--- src/rtl/gray_counter_scan7seg_if.sv ---
// Control/status bundle for the Gray counter with multiplexed hex display.
// The master drives count controls; the slave returns count views and display drive.
interface gray_counter_scan7seg_if #(
  parameter int WIDTH = 8
);
  localparam int NDIG = WIDTH / 4;

  logic             step;
  logic             up_dn;
  logic             load;
  logic [WIDTH-1:0] load_val;
  logic             mode;
  logic [WIDTH-1:0] count_out;
  logic [WIDTH-1:0] gray_out;
  logic             wrap;
  logic [6:0]       seg_out;
  logic [NDIG-1:0]  an_out;

  modport master (
    output step, up_dn, load, load_val, mode,
    input  count_out, gray_out, wrap, seg_out, an_out
  );

  modport slave (
    input  step, up_dn, load, load_val, mode,
    output count_out, gray_out, wrap, seg_out, an_out
  );
endinterface

--- src/rtl/gray_counter_scan7seg.sv ---
// Up/down binary counter with a reflected-Gray view and a time-multiplexed
// active-low hex 7-segment driver, one digit per nibble of the count.
module gray_counter_scan7seg #(
  parameter int WIDTH    = 8,
  parameter int SCAN_DIV = 50000
) (
  input logic               clk,
  input logic               rst,
  gray_counter_scan7seg_if.slave bus
);
  localparam int NDIG = WIDTH / 4;
  localparam int IDXW = (NDIG > 1) ? $clog2(NDIG) : 1;
  localparam int DIVW = $clog2(SCAN_DIV);
  localparam logic [WIDTH-1:0] CNT_MAX  = {WIDTH{1'b1}};
  localparam logic [DIVW-1:0]  DIV_LOAD = DIVW'(SCAN_DIV - 1);
  localparam logic [IDXW-1:0]  IDX_LAST = IDXW'(NDIG - 1);

  logic [WIDTH-1:0] cnt;
  logic [WIDTH-1:0] gray;
  logic [WIDTH-1:0] disp_src;
  logic             wrap_q;
  logic [DIVW-1:0]  div_q;
  logic [IDXW-1:0]  idx_q;
  logic [IDXW-1:0]  idx_next;
  logic [3:0]       nib;
  logic [6:0]       seg_next;
  logic [6:0]       seg_q;
  logic [NDIG-1:0]  an_q;

  assign gray = cnt ^ (cnt >> 1);

  always_ff @(posedge clk) begin
    if (rst) begin
      cnt    <= '0;
      wrap_q <= 1'b0;
    end else if (bus.load) begin
      cnt    <= bus.load_val;
      wrap_q <= 1'b0;
    end else if (bus.step) begin
      if (bus.up_dn) begin
        cnt    <= cnt + WIDTH'(1);
        wrap_q <= (cnt == CNT_MAX);
      end else begin
        cnt    <= cnt - WIDTH'(1);
        wrap_q <= (cnt == '0);
      end
    end else begin
      wrap_q <= 1'b0;
    end
  end

  // Dwell timer is a down-counter; terminal count advances the digit.
  always_comb begin
    idx_next = idx_q;
    if (div_q == '0) begin
      idx_next = (idx_q == IDX_LAST) ? '0 : idx_q + IDXW'(1);
    end
  end

  // Decode the digit being selected this edge so anode and segments switch together.
  always_comb begin
    disp_src = bus.mode ? gray : cnt;
    nib      = 4'(disp_src >> {idx_next, 2'b00});
    seg_next = 7'h7F;
    case (nib)
      4'h0: seg_next = 7'h40;
      4'h1: seg_next = 7'h79;
      4'h2: seg_next = 7'h24;
      4'h3: seg_next = 7'h30;
      4'h4: seg_next = 7'h19;
      4'h5: seg_next = 7'h12;
      4'h6: seg_next = 7'h02;
      4'h7: seg_next = 7'h78;
      4'h8: seg_next = 7'h00;
      4'h9: seg_next = 7'h10;
      4'hA: seg_next = 7'h08;
      4'hB: seg_next = 7'h03;
      4'hC: seg_next = 7'h46;
      4'hD: seg_next = 7'h21;
      4'hE: seg_next = 7'h06;
      4'hF: seg_next = 7'h0E;
      default: seg_next = 7'h7F;
    endcase
  end

  always_ff @(posedge clk) begin
    if (rst) begin
      div_q <= DIV_LOAD;
      idx_q <= '0;
      an_q  <= ~NDIG'(1);
      seg_q <= 7'h40;
    end else begin
      div_q <= (div_q == '0) ? DIV_LOAD : div_q - DIVW'(1);
      idx_q <= idx_next;
      an_q  <= ~(NDIG'(1) << idx_next);
      seg_q <= seg_next;
    end
  end

  assign bus.count_out = cnt;
  assign bus.gray_out  = gray;
  assign bus.wrap      = wrap_q;
  assign bus.seg_out   = seg_q;
  assign bus.an_out    = an_q;
endmodule

--- src/flat_wrapper.sv ---
// flat-port wrapper written by rule: the top's interface ports become plain ports
module gray_counter_scan7seg_flat 
#(
  parameter int WIDTH    = 8,
  parameter int SCAN_DIV = 50000
)
  (clk, rst, bus_step, bus_up_dn, bus_load, bus_load_val, bus_mode, bus_count_out, bus_gray_out, bus_wrap, bus_seg_out, bus_an_out);
  gray_counter_scan7seg_if #(.WIDTH(WIDTH)) bus_i ();
  input logic clk;
  input logic rst;
  input wire logic [$bits(bus_i.step)-1:0] bus_step;
  input wire logic [$bits(bus_i.up_dn)-1:0] bus_up_dn;
  input wire logic [$bits(bus_i.load)-1:0] bus_load;
  input wire logic [$bits(bus_i.load_val)-1:0] bus_load_val;
  input wire logic [$bits(bus_i.mode)-1:0] bus_mode;
  output wire logic [$bits(bus_i.count_out)-1:0] bus_count_out;
  output wire logic [$bits(bus_i.gray_out)-1:0] bus_gray_out;
  output wire logic [$bits(bus_i.wrap)-1:0] bus_wrap;
  output wire logic [$bits(bus_i.seg_out)-1:0] bus_seg_out;
  output wire logic [$bits(bus_i.an_out)-1:0] bus_an_out;
  assign bus_i.step = bus_step;
  assign bus_i.up_dn = bus_up_dn;
  assign bus_i.load = bus_load;
  assign bus_i.load_val = bus_load_val;
  assign bus_i.mode = bus_mode;
  assign bus_count_out = bus_i.count_out;
  assign bus_gray_out = bus_i.gray_out;
  assign bus_wrap = bus_i.wrap;
  assign bus_seg_out = bus_i.seg_out;
  assign bus_an_out = bus_i.an_out;
  gray_counter_scan7seg #(.WIDTH(WIDTH), .SCAN_DIV(SCAN_DIV)) u_core (.clk(clk), .rst(rst), .bus(bus_i));
endmodule
--- config.mk ---
export PLATFORM = sky130hd
export DESIGN_NAME = gray_counter_scan7seg_flat
export DESIGN_NICKNAME = d
export VERILOG_FILES = /design/src/rtl/gray_counter_scan7seg_if.sv /design/src/rtl/gray_counter_scan7seg.sv /design/src/flat_wrapper.sv
export SDC_FILE = /design/constraint.sdc
export NUM_CORES = 1
export LEC_CHECK = 0
export ABC_AREA = 0
export CAP_MARGIN = 0
export CORE_ASPECT_RATIO = 2
export CORE_MARGIN = 2
export CORE_UTILIZATION = 48
export DETAILED_ROUTE_END_ITERATION = 10
export GPL_TIMING_DRIVEN = 0
export PLACE_DENSITY = 0.75
export SYNTH_ARGS = -nofsm -noshare
export SYNTH_HDL_FRONTEND = slang
export SYNTH_SLANG_ARGS = --single-unit
--- constraint.sdc ---
create_clock -name clk -period 3.09 [get_ports clk]
set_input_delay 0.618 -clock clk [delete_from_list [all_inputs] [get_ports clk]]
set_output_delay 0.618 -clock clk [all_outputs]
set_load 0.1 [all_outputs]
==> results of run 1 <==
critical path, delay by kind of cell, from the launching register on:
kind                       cells  cell delay (ns)
and+or+nand+nor                4             1.31
buffers and inverters          2             0.30
DFF                            1             0.34
AOI/OAI and AO/OA              3             0.58
adders and majority gates      1             0.17
muxes                          1             0.26
logic make-up after synthesis:
family,synth area share
and+or+nand+nor,0.207
adders and majority gates,0.130
AOI/OAI and AO/OA,0.158
xor gates and xnor gates,0.0966
DFF,0.300
muxes,0.0514
buffers and inverters,0.0563
Yosys cell counts, types with 3 or more instances:
cell type,instances,share of area
sky130_fd_sc_hd__o2111ai_1,3,0.012
sky130_fd_sc_hd__ha_1,22,0.12
sky130_fd_sc_hd__inv_1,20,0.033
sky130_fd_sc_hd__or3_1,5,0.014
sky130_fd_sc_hd__nand2_1,16,0.027
sky130_fd_sc_hd__a21oi_1,14,0.031
sky130_fd_sc_hd__a22oi_1,3,0.0099
sky130_fd_sc_hd__nor2_1,29,0.048
sky130_fd_sc_hd__o31ai_1,4,0.013
sky130_fd_sc_hd__mux2i_1,9,0.040
sky130_fd_sc_hd__a211oi_1,3,0.0099
sky130_fd_sc_hd__dfxtp_1,34,0.30
sky130_fd_sc_hd__xor2_1,9,0.035
sky130_fd_sc_hd__nand3_1,16,0.035
sky130_fd_sc_hd__a31oi_1,4,0.011
sky130_fd_sc_hd__clkbuf_1,9,0.015
sky130_fd_sc_hd__o21ai_0,11,0.024
sky130_fd_sc_hd__xnor2_1,16,0.062
sky130_fd_sc_hd__nor3_1,4,0.0088
where the power goes:
group	switching, W	leakage [nW]	internal, W
Clock	0.000161	0.0482	0.000180
Sequential	0.0000253	0.280	0.000466
Combinational	0.000467	0.889	0.000200
Total	0.000653	1.22	0.000845
metrics by stage:
step / util / instances / power, W / setup slack (ns)
floorplan: - / 268 / 0.000997 / -0.0824
detailed placement: 0.602 / 361 / 0.00114 / -0.356
global placement: 0.602 / 361 / 0.00113 / -0.297
CTS: 0.632 / 371 / 0.00148 / -0.135
global route: 0.652 / 377 / 0.00157 / -0.0411
finish: 0.652 / 377 / 0.00150 / 0.0527
flip-flops by register name, summed over array words and instances (netlist names):
signal                flops
u_core.bus.seg_out        7
u_core.bus.wrap           1
u_core.bus.an_out         2
u_core.bus.count_out      8
u_core.div_q             16
area by class of cell:
| cell class | count | area, sq um |
|---|---|---|
| flip-flops and latches | 34 | 692 |
| multi-input cells | 202 | 1550 |
| plain buffers | 12 | 52.6 |
| clock inverters | 1 | 5.00 |
| fillers | 393 | 1590 |
| repair buffers | 46 | 442 |
| inverters | 20 | 75.1 |
| clock buffers | 7 | 86.3 |
| well taps | 55 | 68.8 |
metal layers:
layer | GRT usage | routed length, um
met4 | 0.144 | 308
met5 | 0 | 0
met3 | 0.0251 | 164
met1 | 0.224 | 2110
met2 | 0.435 | 3210
what timing repair did:
action	CTS	global route
pin swaps	1	9
gates resized for setup	8	10
setup endpoints to repair	9	6
buffers inserted	2	6
worst max path at each step:
stage / from / cells past startpoint / to / slack [ns]
after detailed placement: u_core.div_q[8] / 10 / u_core.bus.seg_out[2] / -0.36
final: u_core.div_q[8] / 11 / u_core.bus.seg_out[4] / 0.05
after global placement: u_core.div_q[8] / 10 / u_core.bus.seg_out[2] / -0.30
after CTS: u_core.div_q[8] / 10 / u_core.bus.seg_out[2] / -0.13
after floorplan: u_core.div_q[8] / 10 / u_core.bus.seg_out[2] / -0.08
after global routing: u_core.div_q[8] / 10 / u_core.bus.seg_out[2] / -0.04
==> key figures, run 1 <==
Run status
  – Run status: finished, final reports clean

STA
  – Final hold violation count: 0
  – Worst clock skew: 0.00527 ns
  – Slew at the pin closest to its max-slew limit: 0.971 ns
  – Final Critical Period: 3.04 ns
  – Worst Hold Slack: 0.395 ns
  – Post-route fraction of the period consumed by the critical path: 0.983
  – Final setup viols: 0
  – Remaining max-slew budget at the tightest pin: 0.351
  – Achievable Freq: 329 MHz
  – Number of slew-limit violations in the final report: 0
  – Setup Total Neg Slack: 0 ns

Placed design
  – Final Wtd Congestion: 0.922
  – Number of port buffers: 38
  – Placed wire-length estimate: 4.28 mm
  – Placed cell area: 0.00274 sq mm

Cells and area
  – Diodes inserted: 0
  – Most used cells in the layout excluding fill and tap cells: sky130_fd_sc_hd__clkdlybuf4s50_1 (35), sky130_fd_sc_hd__nor2_1 (29), sky130_fd_sc_hd__dfxtp_1 (25), sky130_fd_sc_hd__inv_1 (20), sky130_fd_sc_hd__ha_1 (18)
  – Commonest non-fill, non-tap cell in the layout: sky130_fd_sc_hd__clkdlybuf4s50_1
  – Number of nets in the finished design: 358
  – Area overhead of the layout relative to synthesis: 31.0%
  – Share of cells above drive strength 1: 0.152
  – Cell area after layout: 0.00297 sq mm

Worst hold path
  – Worst min-delay path startpoint: u_core.div_q[0]
  – Cell count of the worst hold path: 1
  – Destination of the worst hold path: u_core.div_q[0]
  – Class of the most critical hold timing path: flip-flop to flip-flop

Routing
  – Vias: 2082
  – Number of remaining DRC errors: 0
  – Total wire length after detailed routing: 5.79 mm
  – Average wire per cell in the routed design: 15.4 um
  – Number of detailed-routing iterations run before antenna repair: 4
  – Via density per instance: 5.52
  – Antenna-violating nets left: 0
  – Violation count after the first detailed-routing iteration: 46

Setup path
  – WP data arrival: 3.25 ns
  – Worst path slowest cell: sky130_fd_sc_hd__or3b_4
  – Critical Path RT: 3.30 ns
  – Reg2Reg Depth: 11
  – Type of the worst setup path: flip-flop to flip-flop
  – Launching element type of the critical path: flip-flop
  – Max stage delay on crit path: 0.43 ns
  – End of the worst register-to-register path: u_core.bus.seg_out[4]
  – Reg-to-reg slack, setup: 0.05 ns
  – Ordered list of cells on the worst path: or3_4 > or3b_4 > o31a_4 > nor2_4 > buf_6 > mux2i_4 > o21ai_4 > buf_4 > ha_1 > or3_1 > a31oi_1
  – Crit Reg-Reg Startpoint: u_core.div_q[8]
  – Endpoint kind of the worst setup timing path: flip-flop
  – Crit-path max FO: 5

Die
  – Vertical extent of the die: 101 um
  – Starting density of the core: 0.498
  – Num rows: 35
  – Num ports: 40
  – Core area: 0.00455 sq mm
  – Area enclosed by the die boundary: 0.00532 sq mm
  – Horizontal die dimension: 52.6 um

Pwr
  – Cell leakage power: 1.22 nW
  – Areal power density over the cells: 505 mW/mm^2
  – VDD IR max: 0.000295 V

GRT
  – Via count of the first global-routing pass: 2058
  – Tot GR Track Use: 0.230
  – Total congestion overflow after global routing: 0
  – Initial antenna violation count: 0
  – Pin count of the biggest net entering global routing: 11
  – Global-route wire length before repair: 9.22 mm

Clock tree
  – Reg clk slew, reported paths: 0.07 ns
  – Clock sink count: 34
  – Post-cts hold buffer count: 0
  – Count of H-tree levels built during CTS: 2
  – Total CTS buffers: 5
  – Buffers from clock root to sink, at most: 2
  – Root buffer cell: sky130_fd_sc_hd__clkbuf_8
  – Clock insertion delay at the later pin of the skew report: 0.29 ns
  – CTS tree: done

Logic synthesis
  – Post-synthesis async set-or-reset flop share: 0
  – Most common flop cell mapped by yosys: sky130_fd_sc_hd__dfxtp_1
  – Average cell area after synthesis: 8.45 sq um
  – Mapped Cells: 268
  – Proportion of synthesized chip area in sequential cells: 0.300
  – Nets in the synthesized netlist: 305
  – Mapped cell area: 0.00227 sq mm
  – Number of synthesized flops with an enable pin: 0
  – Yosys warning total: 0
  – Count of state elements after synthesis: 34
  – Number of distinct standard cells referenced by the synthesized netlist: 49

Job
  – Number of violations of the max-capacitance limit: 0
Note: power is estimated with default switching activity, not from simulation.
==> run 2, diff against run 1 <==
--- a/config.mk
+++ b/config.mk
@@ -8,7 +8,7 @@
 export ABC_AREA = 0
 export CAP_MARGIN = 0
 export CORE_ASPECT_RATIO = 2
-export CORE_MARGIN = 2
+export CORE_MARGIN = 1.5
 export CORE_UTILIZATION = 48
 export DETAILED_ROUTE_END_ITERATION = 10
 export GPL_TIMING_DRIVEN = 0
==> run 2 against run 1 <==
The flow now finishes with violations (negative setup slack). Global-route usage rose by 0.82 points. Die area fell by 2.9%. Clock power rose by 2%. Design area rose by 1.8%. Critical endpoint unchanged. Largest cell class unchanged.
==> key figures, run 2 (synthesis results as in run 1) <==
Run status
  – Run status: finished, violations left
  – Violated checks: negative setup slack

Routing
  – Violation count after the first detailed-routing iteration: 45
  – Via density per instance: 5.43
  – Average wire per cell in the routed design: 15.4 um
  – Antenna-violating nets left: 0
  – Total wire length after detailed routing: 5.84 mm
  – Number of detailed-routing iterations run before antenna repair: 4
  – Number of remaining DRC errors: 0
  – Vias: 2057

Die
  – Area enclosed by the die boundary: 0.00517 sq mm
  – Starting density of the core: 0.498
  – Num ports: 40
  – Core area: 0.00455 sq mm
  – Num rows: 35
  – Vertical extent of the die: 100 um
  – Horizontal die dimension: 51.6 um

Setup path
  – Crit-path max FO: 5
  – Critical Path RT: 3.31 ns
  – Reg-to-reg slack, setup: -0.06 ns
  – Reg2Reg Depth: 12
  – End of the worst register-to-register path: u_core.bus.seg_out[4]
  – Endpoint kind of the worst setup timing path: flip-flop
  – Crit Reg-Reg Startpoint: u_core.div_q[9]
  – Type of the worst setup path: flip-flop to flip-flop
  – Setup crit end: u_core.bus.seg_out[4]
  – WP data arrival: 3.37 ns
  – Launching element type of the critical path: flip-flop
  – Beginning of the critical path: u_core.div_q[9]

Clock tree
  – Buffers from clock root to sink, at most: 2
  – Root buffer cell: sky130_fd_sc_hd__clkbuf_8
  – Clock sink count: 34
  – Post-cts hold buffer count: 0
  – Clock insertion delay at the later pin of the skew report: 0.29 ns
  – CTS tree: done
  – Count of H-tree levels built during CTS: 2
  – Total CTS buffers: 5
  – Reg clk slew, reported paths: 0.07 ns

Cells and area
  – Cell area after layout: 0.00302 sq mm
  – Register ranked first by flip-flop count: u_core.div_q
  – Number of nets in the finished design: 360
  – Commonest non-fill, non-tap cell in the layout: sky130_fd_sc_hd__clkdlybuf4s50_1
  – Diodes inserted: 0
  – Most used cells in the layout excluding fill and tap cells: sky130_fd_sc_hd__clkdlybuf4s50_1 (35), sky130_fd_sc_hd__nor2_1 (29), sky130_fd_sc_hd__dfxtp_1 (24), sky130_fd_sc_hd__inv_1 (19), sky130_fd_sc_hd__ha_1 (18)
  – Share of cells above drive strength 1: 0.179
  – Area overhead of the layout relative to synthesis: 33.4%
  – Number of fill cells: 385
  – Number of flip-flops in the largest register: 16
  – Post-route core utilization: 0.664

Placed design
  – Final Wtd Congestion: 0.926
  – Placed wire-length estimate: 4.21 mm
  – Number of port buffers: 38
  – Placed cell area: 0.00274 sq mm

STA
  – Slew at the pin closest to its max-slew limit: 0.988 ns
  – Final setup viols: 1
  – Number of slew-limit violations in the final report: 0
  – Post-route fraction of the period consumed by the critical path: 1.02
  – Final hold violation count: 0
  – Worst clock skew: 0.00347 ns
  – RSZ-0062 raised after global routing: yes
  – Final Critical Period: 3.15 ns
  – Remaining max-slew budget at the tightest pin: 0.339
  – Achievable Freq: 317 MHz
  – Setup slack after layout: -0.0634 ns
  – Worst Hold Slack: 0.401 ns

Worst hold path
  – Class of the most critical hold timing path: flip-flop to flip-flop

GRT
  – Global-route wire length before repair: 9.33 mm
  – Tot GR Track Use: 0.239
  – Via count of the first global-routing pass: 2071
  – Total congestion overflow after global routing: 0
  – Initial antenna violation count: 0
  – Pin count of the biggest net entering global routing: 12

Pwr
  – Cell leakage power: 1.23 nW
  – Areal power density over the cells: 497 mW/mm^2
  – VDD IR max: 0.000331 V

Job
  – Number of violations of the max-capacitance limit: 0
run 2: cell type report:
| class | count | area [sq um] | share of cell area |
|---|---|---|---|
| Clock buffer | 6 | 82.6 | 0.0273 |
| Clock inverter | 2 | 12.5 | 0.00414 |
| Multi-Input combinational cell | 202 | 1580 | 0.521 |
| Inverter | 20 | 75.1 | 0.0248 |
| Timing Repair Buffer | 48 | 463 | 0.153 |
| Sequential cell | 34 | 693 | 0.229 |
| Tap cell | 55 | 68.8 | 0.0228 |
| Buffer | 12 | 52.6 | 0.0174 |
run 2: per-layer routing:
layer	up-vias	wire length (um)	global-route usage
met5	-	0	0
met4	0	165	0.107
met3	16	177	0.0298
met2	53	3470	0.481
met1	950	2020	0.220
li1	1038	-	-
run 2: per-stage QoR:
step / cells / power [W] / setup TNS, ns / setup slack [ns]
6_report: 379 / 0.00150 / -0.0634 / -0.0634
5_1_grt: 379 / 0.00156 / -0.292 / -0.128
4_1_cts: 374 / 0.00149 / -0.00572 / -0.00572
3_5_place_dp: 361 / 0.00114 / -0.974 / -0.343
3_3_place_gp: 361 / 0.00113 / -0.711 / -0.290
2_1_floorplan: 268 / 0.000997 / -0.0824 / -0.0824
run 2: worst max-delay path, cell delays in order, from the launching register on:
cell and delay [ns]:
sky130_fd_sc_hd__dfxtp_2 0.32, sky130_fd_sc_hd__or3_4 0.39, sky130_fd_sc_hd__or3b_4 0.42, sky130_fd_sc_hd__o31a_4 0.37, sky130_fd_sc_hd__nor2_4 0.17, sky130_fd_sc_hd__buf_6 0.15, sky130_fd_sc_hd__buf_6 0.11, sky130_fd_sc_hd__mux2i_4 0.26
sky130_fd_sc_hd__o21ai_4 0.12, sky130_fd_sc_hd__buf_6 0.14, sky130_fd_sc_hd__ha_4 0.14, sky130_fd_sc_hd__or3_1 0.34, sky130_fd_sc_hd__a31oi_1 0.16
run 2: report_power, final:
group          leakage [nW]  switching, W  internal (W)
Sequential            0.280     0.0000256      0.000465
Combinational         0.899      0.000468      0.000197
Clock                0.0472      0.000168      0.000179
run 2: worst min path at each step:
| stage | slack (ns) | startpoint | cells past startpoint | endpoint |
|---|---|---|---|---|
| 3_5_place_dp | 0.39 | u_core.div_q[0] | 1 | u_core.div_q[0] |
| 5_1_grt | 0.41 | u_core.div_q[0] | 1 | u_core.div_q[0] |
| 4_1_cts | 0.41 | u_core.div_q[0] | 1 | u_core.div_q[0] |
| 2_1_floorplan | 0.37 | u_core.div_q[0] | 1 | u_core.div_q[0] |
| 6_report | 0.40 | u_core.div_q[0] | 1 | u_core.div_q[0] |
| 3_3_place_gp | 0.38 | u_core.div_q[0] | 1 | u_core.div_q[0] |
run 2: repair_timing:
action,4_1_cts,5_1_grt
setup endpoints to repair,9,5
gates resized for setup,8,19
buffers inserted,5,5
pin swaps,4,10
endpoints found under the hold margin,0,0
